<file path="config.mk">
export PLATFORM = sky130hd
export DESIGN_NAME = i3c_ahb_req_arbiter
export DESIGN_NICKNAME = d
export VERILOG_FILES = /design/src/rtl/i3c_ahb_req_arbiter.sv
export SDC_FILE = /design/constraint.sdc
export NUM_CORES = 1
export LEC_CHECK = 0
export ABC_AREA = 1
export BUFFER_PORTS_ARGS = -buffer_cell sky130_fd_sc_hd__buf_2
export CAP_MARGIN = 20
export CORE_AREA = 2 2 115 117
export CTS_CLUSTER_DIAMETER = 50
export CTS_CLUSTER_SIZE = 30
export DETAILED_ROUTE_END_ITERATION = 10
export DIE_AREA = 0 0 117 119
export GPL_TIMING_DRIVEN = 0
export PLACE_DENSITY = 0.86
export SYNTH_ARGS = -nofsm -noshare
export SYNTH_HDL_FRONTEND = slang
export SYNTH_SLANG_ARGS = --single-unit
</file>
<file path="constraint.sdc">
create_clock -name clk_i -period 3.3 [get_ports clk_i]
set_clock_uncertainty 0.1 [all_clocks]
set_input_delay 0.33 -clock clk_i [delete_from_list [all_inputs] [get_ports clk_i]]
set_output_delay 0.33 -clock clk_i [all_outputs]
set_load 0.005 [all_outputs]
</file>
<file path="src/rtl/i3c_ahb_req_arbiter.sv">
// Two-requester round-robin AHB-Lite master issuing one SINGLE NONSEQ transfer at a time.
// Optional data-phase stall timeout with a recovery STALL state: define I3C_AHB_ARB_TIMEOUT_EN.
module i3c_ahb_req_arbiter #(
  parameter int unsigned AhbDataWidth  = 32,
  parameter int unsigned AhbAddrWidth  = 32,
  parameter int unsigned TimeoutCycles = 256
) (
  input  logic                          clk_i,
  input  logic                          rst_i,
  input  logic [1:0]                    req_i,
  input  logic [1:0]                    we_i,
  input  logic [2*AhbAddrWidth-1:0]     addr_i,
  input  logic [2*AhbDataWidth-1:0]     wdata_i,
  input  logic [2*(AhbDataWidth/8)-1:0] wstrb_i,
  output logic [1:0]                    ack_o,
  output logic                          err_o,
  output logic [AhbDataWidth-1:0]       rdata_o,
  output logic [AhbAddrWidth-1:0]       haddr_o,
  output logic [1:0]                    htrans_o,
  output logic                          hwrite_o,
  output logic [2:0]                    hsize_o,
  output logic [2:0]                    hburst_o,
  output logic [3:0]                    hprot_o,
  output logic [AhbDataWidth-1:0]       hwdata_o,
  output logic [AhbDataWidth/8-1:0]     hwstrb_o,
  output logic                          hsel_o,
  output logic                          hready_o,
  input  logic [AhbDataWidth-1:0]       hrdata_i,
  input  logic                          hreadyout_i,
  input  logic                          hresp_i,
  output logic [2:0]                    dbg_state_o
);

  localparam int unsigned SW = AhbDataWidth / 8;

  localparam logic [2:0] StIdle  = 3'd0;
  localparam logic [2:0] StAddr  = 3'd1;
  localparam logic [2:0] StData  = 3'd2;
  localparam logic [2:0] StResp  = 3'd3;
`ifdef I3C_AHB_ARB_TIMEOUT_EN
  localparam logic [2:0] StStall = 3'd4;
`endif

  localparam logic [1:0] HTransIdle   = 2'b00;
  localparam logic [1:0] HTransNonseq = 2'b10;
  localparam logic [2:0] HSize        = (AhbDataWidth == 64) ? 3'b011 : 3'b010;

  // Requester handshake: req_i[n] and its we/addr/wdata/wstrb stay stable until the cycle
  // ack_o[n] is high; the command is latched at grant, so dropping req_i later cancels nothing.
  logic [2:0]              state_q, state_d;
  logic                    rr_last_q, rr_last_d;
  logic                    grant_q, grant_d;
  logic                    we_q, we_d;
  logic [AhbAddrWidth-1:0] addr_q, addr_d;
  logic [AhbDataWidth-1:0] wdata_q, wdata_d;
  logic [SW-1:0]           wstrb_q, wstrb_d;
  logic [AhbDataWidth-1:0] rdata_q, rdata_d;
  logic                    err_q, err_d;
  logic                    grant_sel;

`ifdef I3C_AHB_ARB_TIMEOUT_EN
  localparam int unsigned CntRaw = $clog2(TimeoutCycles);
  localparam int unsigned CntW   = (CntRaw < 8) ? 8 : ((CntRaw > 16) ? 16 : CntRaw);
  localparam logic [CntW-1:0] CntLast = CntW'(TimeoutCycles - 1);
  localparam logic [CntW-1:0] CntOne  = CntW'(1);

  logic [CntW-1:0] cnt_q, cnt_d;
  logic            timed_out_q, timed_out_d;
`endif

  // Contention goes to the requester not served last; a lone requester always wins.
  always_comb begin
    if (req_i == 2'b11) grant_sel = ~rr_last_q;
    else                grant_sel = req_i[1];
  end

  always_comb begin
    state_d   = state_q;
    rr_last_d = rr_last_q;
    grant_d   = grant_q;
    we_d      = we_q;
    addr_d    = addr_q;
    wdata_d   = wdata_q;
    wstrb_d   = wstrb_q;
    rdata_d   = rdata_q;
    err_d     = err_q;
`ifdef I3C_AHB_ARB_TIMEOUT_EN
    cnt_d       = cnt_q;
    timed_out_d = timed_out_q;
`endif
    case (state_q)
      StIdle: begin
        if (|req_i) begin
          grant_d   = grant_sel;
          rr_last_d = grant_sel;
          we_d      = we_i[grant_sel];
          addr_d    = grant_sel ? addr_i[2*AhbAddrWidth-1:AhbAddrWidth] : addr_i[AhbAddrWidth-1:0];
          wdata_d   = grant_sel ? wdata_i[2*AhbDataWidth-1:AhbDataWidth] : wdata_i[AhbDataWidth-1:0];
          wstrb_d   = grant_sel ? wstrb_i[2*SW-1:SW] : wstrb_i[SW-1:0];
          rdata_d   = '0;
          err_d     = 1'b0;
          state_d   = StAddr;
        end
      end
      StAddr: begin
        if (hreadyout_i) begin
          state_d = StData;
`ifdef I3C_AHB_ARB_TIMEOUT_EN
          cnt_d = '0;
`endif
        end
      end
      StData: begin
        // hresp_i with hreadyout_i low is the first half of a two-cycle ERROR; keep waiting.
        if (hreadyout_i) begin
          err_d   = hresp_i;
          rdata_d = (!we_q && !hresp_i) ? hrdata_i : '0;
          state_d = StResp;
        end
`ifdef I3C_AHB_ARB_TIMEOUT_EN
        else if (cnt_q == CntLast) begin
          err_d       = 1'b1;
          rdata_d     = '0;
          timed_out_d = 1'b1;
          state_d     = StResp;
        end else begin
          cnt_d = cnt_q + CntOne;
        end
`endif
      end
      StResp: begin
`ifdef I3C_AHB_ARB_TIMEOUT_EN
        state_d     = timed_out_q ? StStall : StIdle;
        timed_out_d = 1'b0;
`else
        state_d = StIdle;
`endif
      end
`ifdef I3C_AHB_ARB_TIMEOUT_EN
      // The abandoned slave transfer must finish before anyone else may use the bus.
      StStall: begin
        if (hreadyout_i) state_d = StIdle;
      end
`endif
      default: state_d = StIdle;
    endcase
  end

  always_ff @(posedge clk_i) begin
    if (rst_i) begin
      state_q   <= StIdle;
      rr_last_q <= 1'b1;
      grant_q   <= 1'b0;
      we_q      <= 1'b0;
      addr_q    <= '0;
      wdata_q   <= '0;
      wstrb_q   <= '0;
      rdata_q   <= '0;
      err_q     <= 1'b0;
    end else begin
      state_q   <= state_d;
      rr_last_q <= rr_last_d;
      grant_q   <= grant_d;
      we_q      <= we_d;
      addr_q    <= addr_d;
      wdata_q   <= wdata_d;
      wstrb_q   <= wstrb_d;
      rdata_q   <= rdata_d;
      err_q     <= err_d;
    end
  end

`ifdef I3C_AHB_ARB_TIMEOUT_EN
  always_ff @(posedge clk_i) begin
    if (rst_i) begin
      cnt_q       <= '0;
      timed_out_q <= 1'b0;
    end else begin
      cnt_q       <= cnt_d;
      timed_out_q <= timed_out_d;
    end
  end
`endif

  assign htrans_o    = (state_q == StAddr) ? HTransNonseq : HTransIdle;
  assign hsel_o      = (state_q == StAddr);
  assign haddr_o     = addr_q;
  assign hwrite_o    = we_q;
  assign hsize_o     = HSize;
  assign hburst_o    = 3'b000;
  assign hprot_o     = 4'b0011;
  assign hwdata_o    = (state_q == StData) ? wdata_q : '0;
  assign hwstrb_o    = (state_q == StData) ? wstrb_q : '0;
  assign hready_o    = hreadyout_i;
  assign ack_o       = (state_q == StResp) ? (grant_q ? 2'b10 : 2'b01) : 2'b00;
  assign err_o       = (state_q == StResp) && err_q;
  assign rdata_o     = (state_q == StResp) ? rdata_q : '0;
  assign dbg_state_o = state_q;

endmodule

</file>
**Yosys cells after proc, flatten, opt, wreduce, memory -nomap -nowiden**

Index checks and enable logic that the tools add are counted.

- Input port bits: 176
- Bits in registers: 107
- Output and inout bits: 121
- Word-level logic and storage cells: 51

- Multiplexer cells: 23
- Reductions and logical operators: 10
- Equality and inequality tests: 7
- Bitwise logic cells: 1
- Magnitude comparators: 1

Operators with widths:

| kind | number |
|---|---|
| $mux W32 | 7 |
| $pmux W32 S2 | 1 |
| $mux W3 | 3 |
| $pmux W3 S3 | 1 |
| $mux W4 | 2 |
| $eq A3 B2 Y1 const B | 2 |
| $mux W2 | 3 |
| $reduce_and A3 Y1 | 2 |
| $mux W1 | 5 |
| $ne A2 B2 Y1 const B | 2 |
| $eq A3 B1 Y1 const B | 1 |
| $logic_not A3 Y1 | 1 |
| $eq A2 B2 Y1 const B | 1 |
| $logic_and A1 B1 Y1 | 2 |
| $logic_not A1 Y1 | 2 |
| $lt A1 B2 Y1 const B | 1 |
| $ne A2 B1 Y1 const B | 1 |
| $pmux W1 S2 | 1 |
| $reduce_and A2 Y1 | 1 |
| $reduce_bool A2 Y1 | 1 |
| $reduce_or A2 Y1 | 1 |
| $not A1 Y1 | 1 |

**Logic depth before layout (Yosys ltp)**

- Word-level depth: 5
- Depth in mapped cells: 10
- Depth with buffers taken out: 8

**Worst setup path after synthesis**

OpenSTA, ideal clock, no wires.

- Path type: register to output
- Start: register state_q[0] (netlist: dbg_state_o[0])
- End: output hwdata_o[10]
- Setup slack: 1.556 ns
- Buffers on the path: 2
- Cell stages (with the launch flop): 7
- Arrival: 1.314 ns
- Data required time: 2.870 ns
- Cells stage by stage: dfxtp_1 > inv_1 > ha_1 > clkbuf_1 > buf_2 > nand2_1 > inv_1

- Longest elaborated chain between the ends: 2

RTL lines:

| what | RTL line | RTL |
|---|---|---|
| start: declaration | 50 | `logic [2:0] state_q, state_d;` |
| start signal: assignment | 151 | `state_q <= StIdle;` |
| start signal: assignment | 161 | `state_q <= state_d;` |
| $eq A3 B2 Y1 | 192 | `assign hwdata_o = (state_q == StData) ? wdata_q : '0;` |
| $mux W32 | 192 |  |
| end: declaration | 24 | `output logic [AhbDataWidth-1:0] hwdata_o,` |

No other way between the ends.

**Worst setup path after layout**

- Start: register state_q[0] (netlist: dbg_state_o[0])
- End: output hwdata_o[27]

Same word-level chain as after synthesis.

==> flow_metrics.tcl <==
set metrics [dict create \
    status "finished, final reports clean" \
    coreArea_mm2 0.0129 \
    whs_endpoint "wdata_q[29]" \
    crit_required_ns 2.87 \
    die-area_mm2 0.0139 \
    holdCritPathClass "in2reg" \
    postSynthAreaPerCell_um2 5.98 \
    area_growth_pct 33.5 \
    initial_core_util 0.453 \
    vias_per_cell 4.64 \
    multiInputGateArea_mm2 0.00277 \
    max_slew_margin 0.550 \
    grtUsageTotal 0.265 \
    dr.pass1.iters 5 \
    final_util 0.605 \
    r2r-start "dbg_state_o[0]" \
    dp_hpwl_mm 14.3 \
    place_congestion 0.950 \
    slew_viol_final 0 \
    postCtsSetupRepairBufs 0 \
    cts_buffer_depth 2 \
    ys_ff_latch 106 \
    synth-seq-area-share 0.364 \
    fmax_mhz 356 \
    r2r_cells 8 \
    boundaryPins 297 \
    rsz0062_at_grt "false" \
    rows 42 \
    tightest_slew_ns 0.674 \
    crit_path_end_kind "primary output" \
    regArea_mm2 0.00212 \
    die_w_um 117 \
    r2r_slack_ns 1.29 \
    hold_viol_final 0 \
    min_path_cells 3 \
    port_buffers 284 \
    numCtsBuffers 9 \
    antenna_found_initial 1 \
    grt_pass1_vias 6207 \
    netlist_area_mm2 0.00583 \
    drc 0 \
    clkTransAtPathRegs_ns 0.07 \
    p_per_area_mw_per_mm2 787 \
    max-cap-violations 0 \
    hp-start "wdata_i[61]" \
    vdd_drop_max_v 0.000386 \
    cts_tree "yes" \
    grt_max_degree 17 \
    layout_common_cells "nand2_1, buf_2, inv_1" \
    r2r_end "wdata_q[26]" \
    cp.arrival_ns 2.38 \
    antenna_left 0 \
    cts-resized-gates 0 \
    placed_area_mm2 0.00751 \
    finalSetupViolations 0 \
    layout_commonest_cell "nand2_1" \
    ys_types 20 \
    cts.sink_count 106 \
    yosysWarnings 0 \
    cts-root-buf "clkbuf_16" \
    netlist_instances 975 \
    grt_pass1_wl_mm 29.0 \
    fill_cells 1292 \
    path_class "reg2out" \
    num_vias 6781 \
    fin_crit_ns 2.81 \
    p_leak_nw 4.90 \
    dp_slack_ns 0.884 \
    fin_setup_tns_ns 0 \
    wl_per_cell_um 12.8 \
    grt.overflow.total 0 \
    cp-start-kind "flop" \
    nets 1463 \
    die_h_um 119 \
    clkLatencyLatePin_ns 0.35 \
    final_area_mm2 0.00779 \
    ctsHoldBuffers 0 \
    htreeDepth 3 \
    path_max_fanout 10 \
    final.setup.worst_slack_ns 0.489 \
    finalCritPeriodShare 0.852 \
    final_layout_size_suffix_gt1_frac 0.277 \
    finalWirelength_mm 18.6 \
    drt_first_iter_violations 449 \
]
==> metal layers <==
metal,GRT usage,part of all wire,vias to the layer above
li1,-,-,3498
met1,0.313,0.42,2979
met2,0.463,0.49,262
met3,0.0519,0.063,40
met4,0.107,0.029,2
met5,0,0.00070,-
==> worst max-delay path, cell delays in order, from the launching register on <==
cell and delay [ns]:
dfxtp_1 0.35, inv_1 0.16, ha_1 0.32, clkbuf_1 0.56, buf_2 0.35, nand2_1 0.08, inv_1 0.08, buf_2 0.13
==> area by class of cell <==
cell class	count	area share
buffer	76	0.0551
tap	176	0.0283
clock inverter	4	0.00353
antenna	1	0.000321
timing repair buffer	284	0.182
multi-input combinational	656	0.355
inverter	147	0.0708
clock buffer	12	0.0316
sequential	106	0.272
==> power breakdown <==
group	leakage, nW	switching [W]	total, W	internal, W
Combinational	3.89	0.00189	0.00307	0.00118
Sequential	0.878	0.000258	0.00204	0.00178
Clock	0.125	0.000492	0.00102	0.000533
==> flip-flops by register name (all words and copies together), names as in the netlist <==
register and count:
dbg_state_o 2, err_q 1, grant_q 1, haddr_o 32, hwrite_o 1, rdata_q 32, rr_last_q 1, wdata_q 32
wstrb_q 4
==> synthesized netlist by cell type <==
| cell type | n | area, µm² |
|---|---|---|
| a21oi_1 | 71 | 355 |
| buf_1 | 2 | 7.51 |
| buf_2 | 22 | 110 |
| buf_4 | 25 | 188 |
| buf_6 | 3 | 33.8 |
| clkbuf_1 | 24 | 90.1 |
| conb_1 | 2 | 7.51 |
| dfxtp_1 | 106 | 2120 |
| ha_1 | 7 | 87.6 |
| inv_1 | 144 | 541 |
| inv_2 | 3 | 11.3 |
| nand2_1 | 333 | 1250 |
| nand2_2 | 1 | 6.26 |
| nand2_4 | 1 | 11.3 |
| nand3_1 | 2 | 10.0 |
| nand3_2 | 1 | 10.0 |
| nand4_1 | 18 | 113 |
| nor2_1 | 139 | 522 |
| nor2_2 | 2 | 12.5 |
| o21ai_0 | 69 | 345 |
==> worst max path at each step <==
stage | start | endpoint | cells after the start
floorplan | dbg_state_o[0] | hwdata_o[10] | 6
global placement | dbg_state_o[0] | hwdata_o[27] | 7
detailed placement | dbg_state_o[0] | hwdata_o[27] | 7
CTS | dbg_state_o[0] | hwdata_o[27] | 7
global route | dbg_state_o[0] | hwdata_o[27] | 7
finish | dbg_state_o[0] | hwdata_o[27] | 7
==> cells by family after synthesis <==
group | share of synthesized area
simple gates | 0.332
buf+inv | 0.168
compound gates | 0.120
flops | 0.364
fa+ha+maj | 0.0150
other cells | 0.00129
==> metrics by stage <==
step	hold WS, ns	power [W]	cells
2_1_floorplan	0.299	0.00413	985
3_3_place_gp	0.349	0.00502	1445
3_5_place_dp	0.352	0.00511	1445
4_1_cts	0.0883	0.00614	1461
5_1_grt	0.0949	0.00670	1461
6_report	0.0944	0.00613	1462
No activity file was read; power rests on OpenSTA's default activity.
